File: src/rtl/aes_axis_pkg.sv
// Shared definitions for the AES-CTR result to AXIS output glue.
package aes_axis_pkg;

    localparam int unsigned DATA_W_DEF = 128;
    localparam int unsigned KEEP_W_DEF = DATA_W_DEF / 8;
    localparam logic [KEEP_W_DEF-1:0] KEEP_ALL = {KEEP_W_DEF{1'b1}};
    // Widest keep the contiguity helper accepts; narrower keeps are zero-extended.
    localparam int unsigned KEEP_MAX = 64;

    // True when the set bits form a single run starting at bit 0 (all-zero also passes).
    function automatic logic keep_contig(input logic [KEEP_MAX-1:0] keep);
        logic [KEEP_MAX:0] inc;
        inc = {1'b0, keep} + {{KEEP_MAX{1'b0}}, 1'b1};
        return (keep & inc[KEEP_MAX-1:0]) == '0;
    endfunction

endpackage

File: src/rtl/aes_axis_fifo.sv
// Synchronous first-word-fall-through FIFO; head entry is always visible on dout.
module aes_axis_fifo #(
    parameter int unsigned WIDTH = 145,
    parameter int unsigned DEPTH = 4,
    localparam int unsigned PTR_W = $clog2(DEPTH),
    localparam int unsigned LVL_W = $clog2(DEPTH + 1)
) (
    input  logic             clk,
    input  logic             rst,
    input  logic             push,
    input  logic             pop,
    input  logic [WIDTH-1:0] din,
    output logic [WIDTH-1:0] dout,
    output logic             full,
    output logic             empty,
    output logic [LVL_W-1:0] level
);

    logic [WIDTH-1:0] mem [DEPTH];
    logic [PTR_W-1:0] wr_ptr_q;
    logic [PTR_W-1:0] rd_ptr_q;
    logic [LVL_W-1:0] level_q;
    logic             do_push;
    logic             do_pop;

    assign full    = (level_q == LVL_W'(DEPTH));
    assign empty   = (level_q == '0);
    assign do_push = push && !full;
    assign do_pop  = pop && !empty;
    assign dout    = mem[rd_ptr_q];
    assign level   = level_q;

    always_ff @(posedge clk) begin
        if (rst) begin
            wr_ptr_q <= '0;
            rd_ptr_q <= '0;
            level_q  <= '0;
        end else begin
            if (do_push) begin
                mem[wr_ptr_q] <= din;
                wr_ptr_q      <= wr_ptr_q + PTR_W'(1);
            end
            if (do_pop) begin
                rd_ptr_q <= rd_ptr_q + PTR_W'(1);
            end
            unique case ({do_push, do_pop})
                2'b10:   level_q <= level_q + LVL_W'(1);
                2'b01:   level_q <= level_q - LVL_W'(1);
                default: level_q <= level_q;
            endcase
        end
    end

endmodule

File: src/rtl/aes_to_axis_if.sv
// AES-CTR result beats to AXIS master, buffered through a small FWFT FIFO,
// with a completed-frame counter and a sticky malformed-keep flag.
module aes_to_axis_if
    import aes_axis_pkg::*;
#(
    parameter int unsigned DATA_W = DATA_W_DEF,
    parameter int unsigned KEEP_W = DATA_W / 8,
    parameter int unsigned DEPTH  = 4,
    parameter int unsigned CNT_W  = 32,
    localparam int unsigned LVL_W = $clog2(DEPTH + 1)
) (
    input  logic              clk,
    input  logic              rst,
    input  logic              out_valid,
    output logic              out_ready,
    input  logic [DATA_W-1:0] out_data,
    input  logic [KEEP_W-1:0] out_keep,
    input  logic              out_last,
    output logic [DATA_W-1:0] m_tdata,
    output logic [KEEP_W-1:0] m_tkeep,
    output logic              m_tlast,
    output logic              m_tvalid,
    input  logic              m_tready,
    output logic [LVL_W-1:0]  level,
    output logic [CNT_W-1:0]  frames,
    output logic              keep_err
);

    localparam int unsigned ENTRY_W = DATA_W + KEEP_W + 1;
    localparam logic [KEEP_W-1:0] KEEP_ONES = {KEEP_W{1'b1}};

    logic               push;
    logic               pop;
    logic               full;
    logic               empty;
    logic [ENTRY_W-1:0] head;
    logic [CNT_W-1:0]   frames_q;
    logic               keep_err_q;
    logic               keep_bad;

    // Both handshake sides depend only on registered FIFO occupancy.
    assign out_ready = !full;
    assign m_tvalid  = !empty;
    assign push      = out_valid && out_ready;
    assign pop       = m_tvalid && m_tready;
    assign {m_tdata, m_tkeep, m_tlast} = head;
    assign frames    = frames_q;
    assign keep_err  = keep_err_q;

    aes_axis_fifo #(
        .WIDTH (ENTRY_W),
        .DEPTH (DEPTH)
    ) u_fifo (
        .clk   (clk),
        .rst   (rst),
        .push  (push),
        .pop   (pop),
        .din   ({out_data, out_keep, out_last}),
        .dout  (head),
        .full  (full),
        .empty (empty),
        .level (level)
    );

    always_comb begin
        keep_bad = (out_keep == '0)
                || (!out_last && (out_keep != KEEP_ONES))
                || !keep_contig(KEEP_MAX'(out_keep));
    end

    always_ff @(posedge clk) begin
        if (rst) begin
            frames_q   <= '0;
            keep_err_q <= 1'b0;
        end else begin
            if (pop && m_tlast) begin
                frames_q <= frames_q + CNT_W'(1);
            end
            // Flag only; the offending beat is still forwarded.
            if (push && keep_bad) begin
                keep_err_q <= 1'b1;
            end
        end
    end

endmodule

File: config.mk
export PLATFORM = sky130hd
export DESIGN_NAME = aes_to_axis_if
export DESIGN_NICKNAME = d
export VERILOG_FILES = /design/src/rtl/aes_axis_pkg.sv /design/src/rtl/aes_axis_fifo.sv /design/src/rtl/aes_to_axis_if.sv
export SDC_FILE = /design/constraint.sdc
export NUM_CORES = 1
export LEC_CHECK = 0
export ABC_AREA = 1
export BUFFER_PORTS_ARGS = -buffer_cell sky130_fd_sc_hd__buf_2
export CAP_MARGIN = 20
export CORE_MARGIN = 1.5
export CORE_UTILIZATION = 57
export DETAILED_ROUTE_END_ITERATION = 6
export GPL_TIMING_DRIVEN = 0
export PLACE_DENSITY_LB_ADDON = 0.25
export SLEW_MARGIN = 5
export SYNTH_ARGS = -nofsm -noshare
export SYNTH_HDL_FRONTEND = slang
export SYNTH_SLANG_ARGS = --single-unit
File: constraint.sdc
create_clock -name clk -period 10.31 [get_ports clk]
set_clock_uncertainty 0.15 [all_clocks]
set_input_delay 0 -clock clk [delete_from_list [all_inputs] [get_ports clk]]
set_output_delay 0 -clock clk [all_outputs]
set_load 0.03 [all_outputs]
==> run_summary.xml <==
<?xml version="1.0" encoding="UTF-8"?>
<metrics>
  <group name="run_status">
    <metric name="run_status" unit="">finished clean</metric>
  </group>
  <group name="power_and_ir_drop">
    <metric name="p_per_area" unit="nW/um^2">225</metric>
    <metric name="swShare" unit="%">34.9</metric>
    <metric name="static-leakage-power" unit="nW">11.1</metric>
    <metric name="post-layout-total-power" unit="mW">6.95</metric>
    <metric name="power.clock.fraction" unit="%">28.5</metric>
    <metric name="power.share.sequential" unit="%">42.2</metric>
    <metric name="power.switching" unit="mW">2.43</metric>
    <metric name="cell_internal_pwr" unit="mW">4.52</metric>
    <metric name="combPwrFrac" unit="%">29.4</metric>
    <metric name="power.ir.vdd_worst" unit="V">0.000173</metric>
  </group>
  <group name="floorplanning">
    <metric name="start_util" unit="%">58.2</metric>
    <metric name="die_width" unit="microns">208</metric>
    <metric name="fp.dieH" unit="microns">208</metric>
    <metric name="io-pin-count" unit="">332</metric>
    <metric name="fp.coreArea" unit="sq um">41200</metric>
    <metric name="floorplan.die_area" unit="sq um">43300</metric>
    <metric name="floorplan.rows" unit="">74</metric>
  </group>
  <group name="routing">
    <metric name="drt_first_pass_iters" unit="">5</metric>
    <metric name="total_vias_in_the_final_route" unit="">17800</metric>
    <metric name="remaining_drc_errors" unit="">0</metric>
    <metric name="wl_per_cell" unit="microns">21.1</metric>
    <metric name="drt.antenna.violating_nets" unit="">0</metric>
    <metric name="detailedRoute.firstIterationViolations" unit="">1840</metric>
    <metric name="avgViaCountPerCell" unit="">5.77</metric>
    <metric name="totalWireLength" unit="microns">65000</metric>
  </group>
  <group name="timing">
    <metric name="maxSlewViolCount" unit="">0</metric>
    <metric name="relative_slew_slack" unit="%">47.1</metric>
    <metric name="setup_viol" unit="">0</metric>
    <metric name="final.setup.tns" unit="ns">0</metric>
    <metric name="clock.fmax" unit="MHz">320</metric>
    <metric name="layout_worst_path_cycle_share" unit="%">30.3</metric>
    <metric name="final_hold_viol_count" unit="">0</metric>
    <metric name="fin_crit" unit="ns">3.12</metric>
    <metric name="setup_repair_after_global_routing_missed_its_margin" unit="">no</metric>
    <metric name="timing_worst_slew_pin_value" unit="ns">0.793</metric>
    <metric name="fin_ws" unit="ns">7.19</metric>
  </group>
  <group name="clock_network">
    <metric name="htree_levels" unit="">2</metric>
    <metric name="master_cell_of_the_clock_root_buffer" unit="">clkbuf_16</metric>
    <metric name="clkSinkCount" unit="">622</metric>
    <metric name="tritoncts" unit="">done</metric>
    <metric name="worst_setup_hold_path_clk_slew" unit="ns">0.06</metric>
    <metric name="cts_setup_buffers" unit="">0</metric>
    <metric name="insertion_delay_to_the_later_sink_of_the_worst_skew_pair" unit="ns">0.60</metric>
    <metric name="ctsLongestPathBuffers" unit="">3</metric>
    <metric name="holdBufCountCts" unit="">220</metric>
    <metric name="cts-resized-gates" unit="">0</metric>
    <metric name="cts_buffers" unit="">59</metric>
  </group>
  <group name="synthesis">
    <metric name="yosysSeqAreaShare" unit="%">76.1</metric>
    <metric name="netlist_instances" unit="">1862</metric>
    <metric name="synth_largest_type_area_fraction" unit="%">72.6</metric>
    <metric name="yosys-top-cells-area" unit="">edfxtp_1, o21ai_0, nor2_1</metric>
    <metric name="synth_cell_types" unit="">34</metric>
    <metric name="avgSynthCellArea" unit="sq um">12.9</metric>
    <metric name="synth_top_cell_by_area" unit="">edfxtp_1</metric>
    <metric name="synthesis.yosys.warnings" unit="">0</metric>
    <metric name="area_of_the_mapped_netlist" unit="sq um">24000</metric>
    <metric name="synth.net_count" unit="">2018</metric>
    <metric name="ys_ff_latch" unit="">622</metric>
  </group>
  <group name="global_route">
    <metric name="largest_net_degree_at_the_start_of_global_routing" unit="">29</metric>
    <metric name="grt_util_all_layers" unit="%">30.0</metric>
    <metric name="remaining_global_route_overflow" unit="">0</metric>
    <metric name="grt_first_pass_wirelength" unit="microns">99800</metric>
    <metric name="grt_antenna_before_repair" unit="">2</metric>
    <metric name="grt_pass1_vias" unit="">18200</metric>
  </group>
  <group name="layout">
    <metric name="postLayoutCoreUtil" unit="%">74.9</metric>
    <metric name="most_common_cell_after_layout_fill_and_taps_aside" unit="">edfxtp_1</metric>
    <metric name="postLayoutCellArea" unit="sq um">30900</metric>
    <metric name="final-seq-area" unit="sq um">18300</metric>
    <metric name="final_cell_mix" unit="">edfxtp_1, nor2_1, buf_2, o21ai_0, dlygate4sd3_1</metric>
    <metric name="layout-area-overhead-vs-synth" unit="%">28.7</metric>
    <metric name="nets" unit="">2657</metric>
    <metric name="layout-drive-gt1-share" unit="%">17.9</metric>
    <metric name="fill_cells" unit="">2452</metric>
    <metric name="multiInputGateArea" unit="sq um">5130</metric>
  </group>
  <group name="worst_setup_path">
    <metric name="critical_path_peak_fanout" unit="">10</metric>
    <metric name="timing.critical_path.to_type" unit="">primary output</metric>
    <metric name="timing.setup.critical_path_class" unit="">reg2out</metric>
    <metric name="start_kind" unit="">register</metric>
    <metric name="worstPathRequired" unit="ns">10.16</metric>
    <metric name="cp.arrival" unit="ns">2.97</metric>
  </group>
  <group name="job">
    <metric name="cap_viol_max_count" unit="">0</metric>
  </group>
  <group name="placed_design">
    <metric name="io_buffer_count" unit="">330</metric>
    <metric name="placement.cell_area" unit="sq um">26900</metric>
    <metric name="place_worst_setup_slack" unit="ns">7.56</metric>
    <metric name="hpwl" unit="microns">38900</metric>
    <metric name="place.gp.congestion" unit="">0.912</metric>
  </group>
  <group name="min_path">
    <metric name="worst_hold_path_type" unit="">in2reg</metric>
  </group>
</metrics>
-- flip-flops by register name, indices dropped and copies added, names as in the netlist, named ones only --
name / cells
u_fifo.wr_ptr_q: 2
u_fifo.rd_ptr_q: 2
u_fifo.mem: 580
u_fifo.level: 3
keep_err: 1
frames: 32
-- power by group through the flow --
stage / registers, mW / logic (mW) / clock network [mW]
after detailed placement: 2.98 / 1.93 / 0
after CTS: 2.93 / 2.00 / 1.98
after global placement: 3.03 / 1.85 / 0
final: 2.93 / 2.04 / 1.98
after global routing: 2.94 / 2.16 / 2.09
after floorplan: 3.01 / 1.19 / 0
-- metrics by stage --
stage               std cells  hold WS (ns)
global route             3077        0.0102
floorplan                1862       -0.0511
CTS                      3072     0.0000878
global placement         2724        0.0589
detailed placement       2749        0.0664
finish                   3078      0.000461
-- final timing paths --
kind | slack (ns) | end | from | cells after the start
setup reg to reg | 7.45 | u_fifo.mem[3][107] | u_fifo.level[1] | 10
hold reg to reg | 0.34 | keep_err | keep_err | 2
setup / recovery | 7.19 | m_tdata[116] | register | 6
hold / removal | 0.0005 | u_fifo.mem[0][140] | out_data[123] | 2
-- Yosys cell counts (all sizes together) --
| library cell | count |
|---|---|
| buf | 25 |
| o21ai | 307 |
| nand3b | 7 |
| xnor2 | 2 |
| a21oi | 24 |
| nor4 | 1 |
| o22ai | 144 |
| and3 | 4 |
| or2 | 1 |
| dfxtp | 42 |
| fa | 1 |
| o21a | 1 |
| nor3 | 2 |
| nand2 | 165 |
| edfxtp | 580 |
| nor2 | 388 |
| o21bai | 3 |
| inv | 55 |
| nor3b | 2 |
| nand3 | 18 |
| ha | 6 |
| nand4 | 2 |
| clkbuf | 77 |
| xor2 | 5 |
-- final cells by class --
| class | count | share of cell area, % |
|---|---|---|
| flip-flops and latches | 622 | 59.1 |
| multi-input cells | 1083 | 16.6 |
| repair buffers | 578 | 14.4 |
| clock buffers | 72 | 4.94 |
| well taps | 532 | 2.16 |
| plain buffers | 102 | 1.35 |
| inverters | 55 | 0.669 |
| clock inverters | 31 | 0.640 |
| diodes | 3 | 0.0243 |
-- cells by family after synthesis --
family / share of synthesized area [%]
AND/OR/NAND/NOR: 9.84
AO/OA/AOI/OAI: 10.8
buffers and inverters: 2.60
flip-flops: 76.1
XOR/XNOR: 0.256
adder cells (fa/ha/maj): 0.396
-- per-layer routing --
layer	vias up	wire length [microns]	global-route usage (%)
met5	-	0	0
li1	8059	-	-
met1	8617	24600	38.3
met3	122	5910	6.38
met2	958	32900	51.5
met4	0	1590	9.89
-- critical path, stage by stage, from the launching register on --
cell and delay (ns):
dfxtp_1 0.32, inv_2 0.29, clkbuf_1 0.65, clkbuf_1 0.41
o21ai_0 0.21, o22ai_1 0.23, buf_2 0.26
No activity file was read; power rests on OpenSTA's default activity.
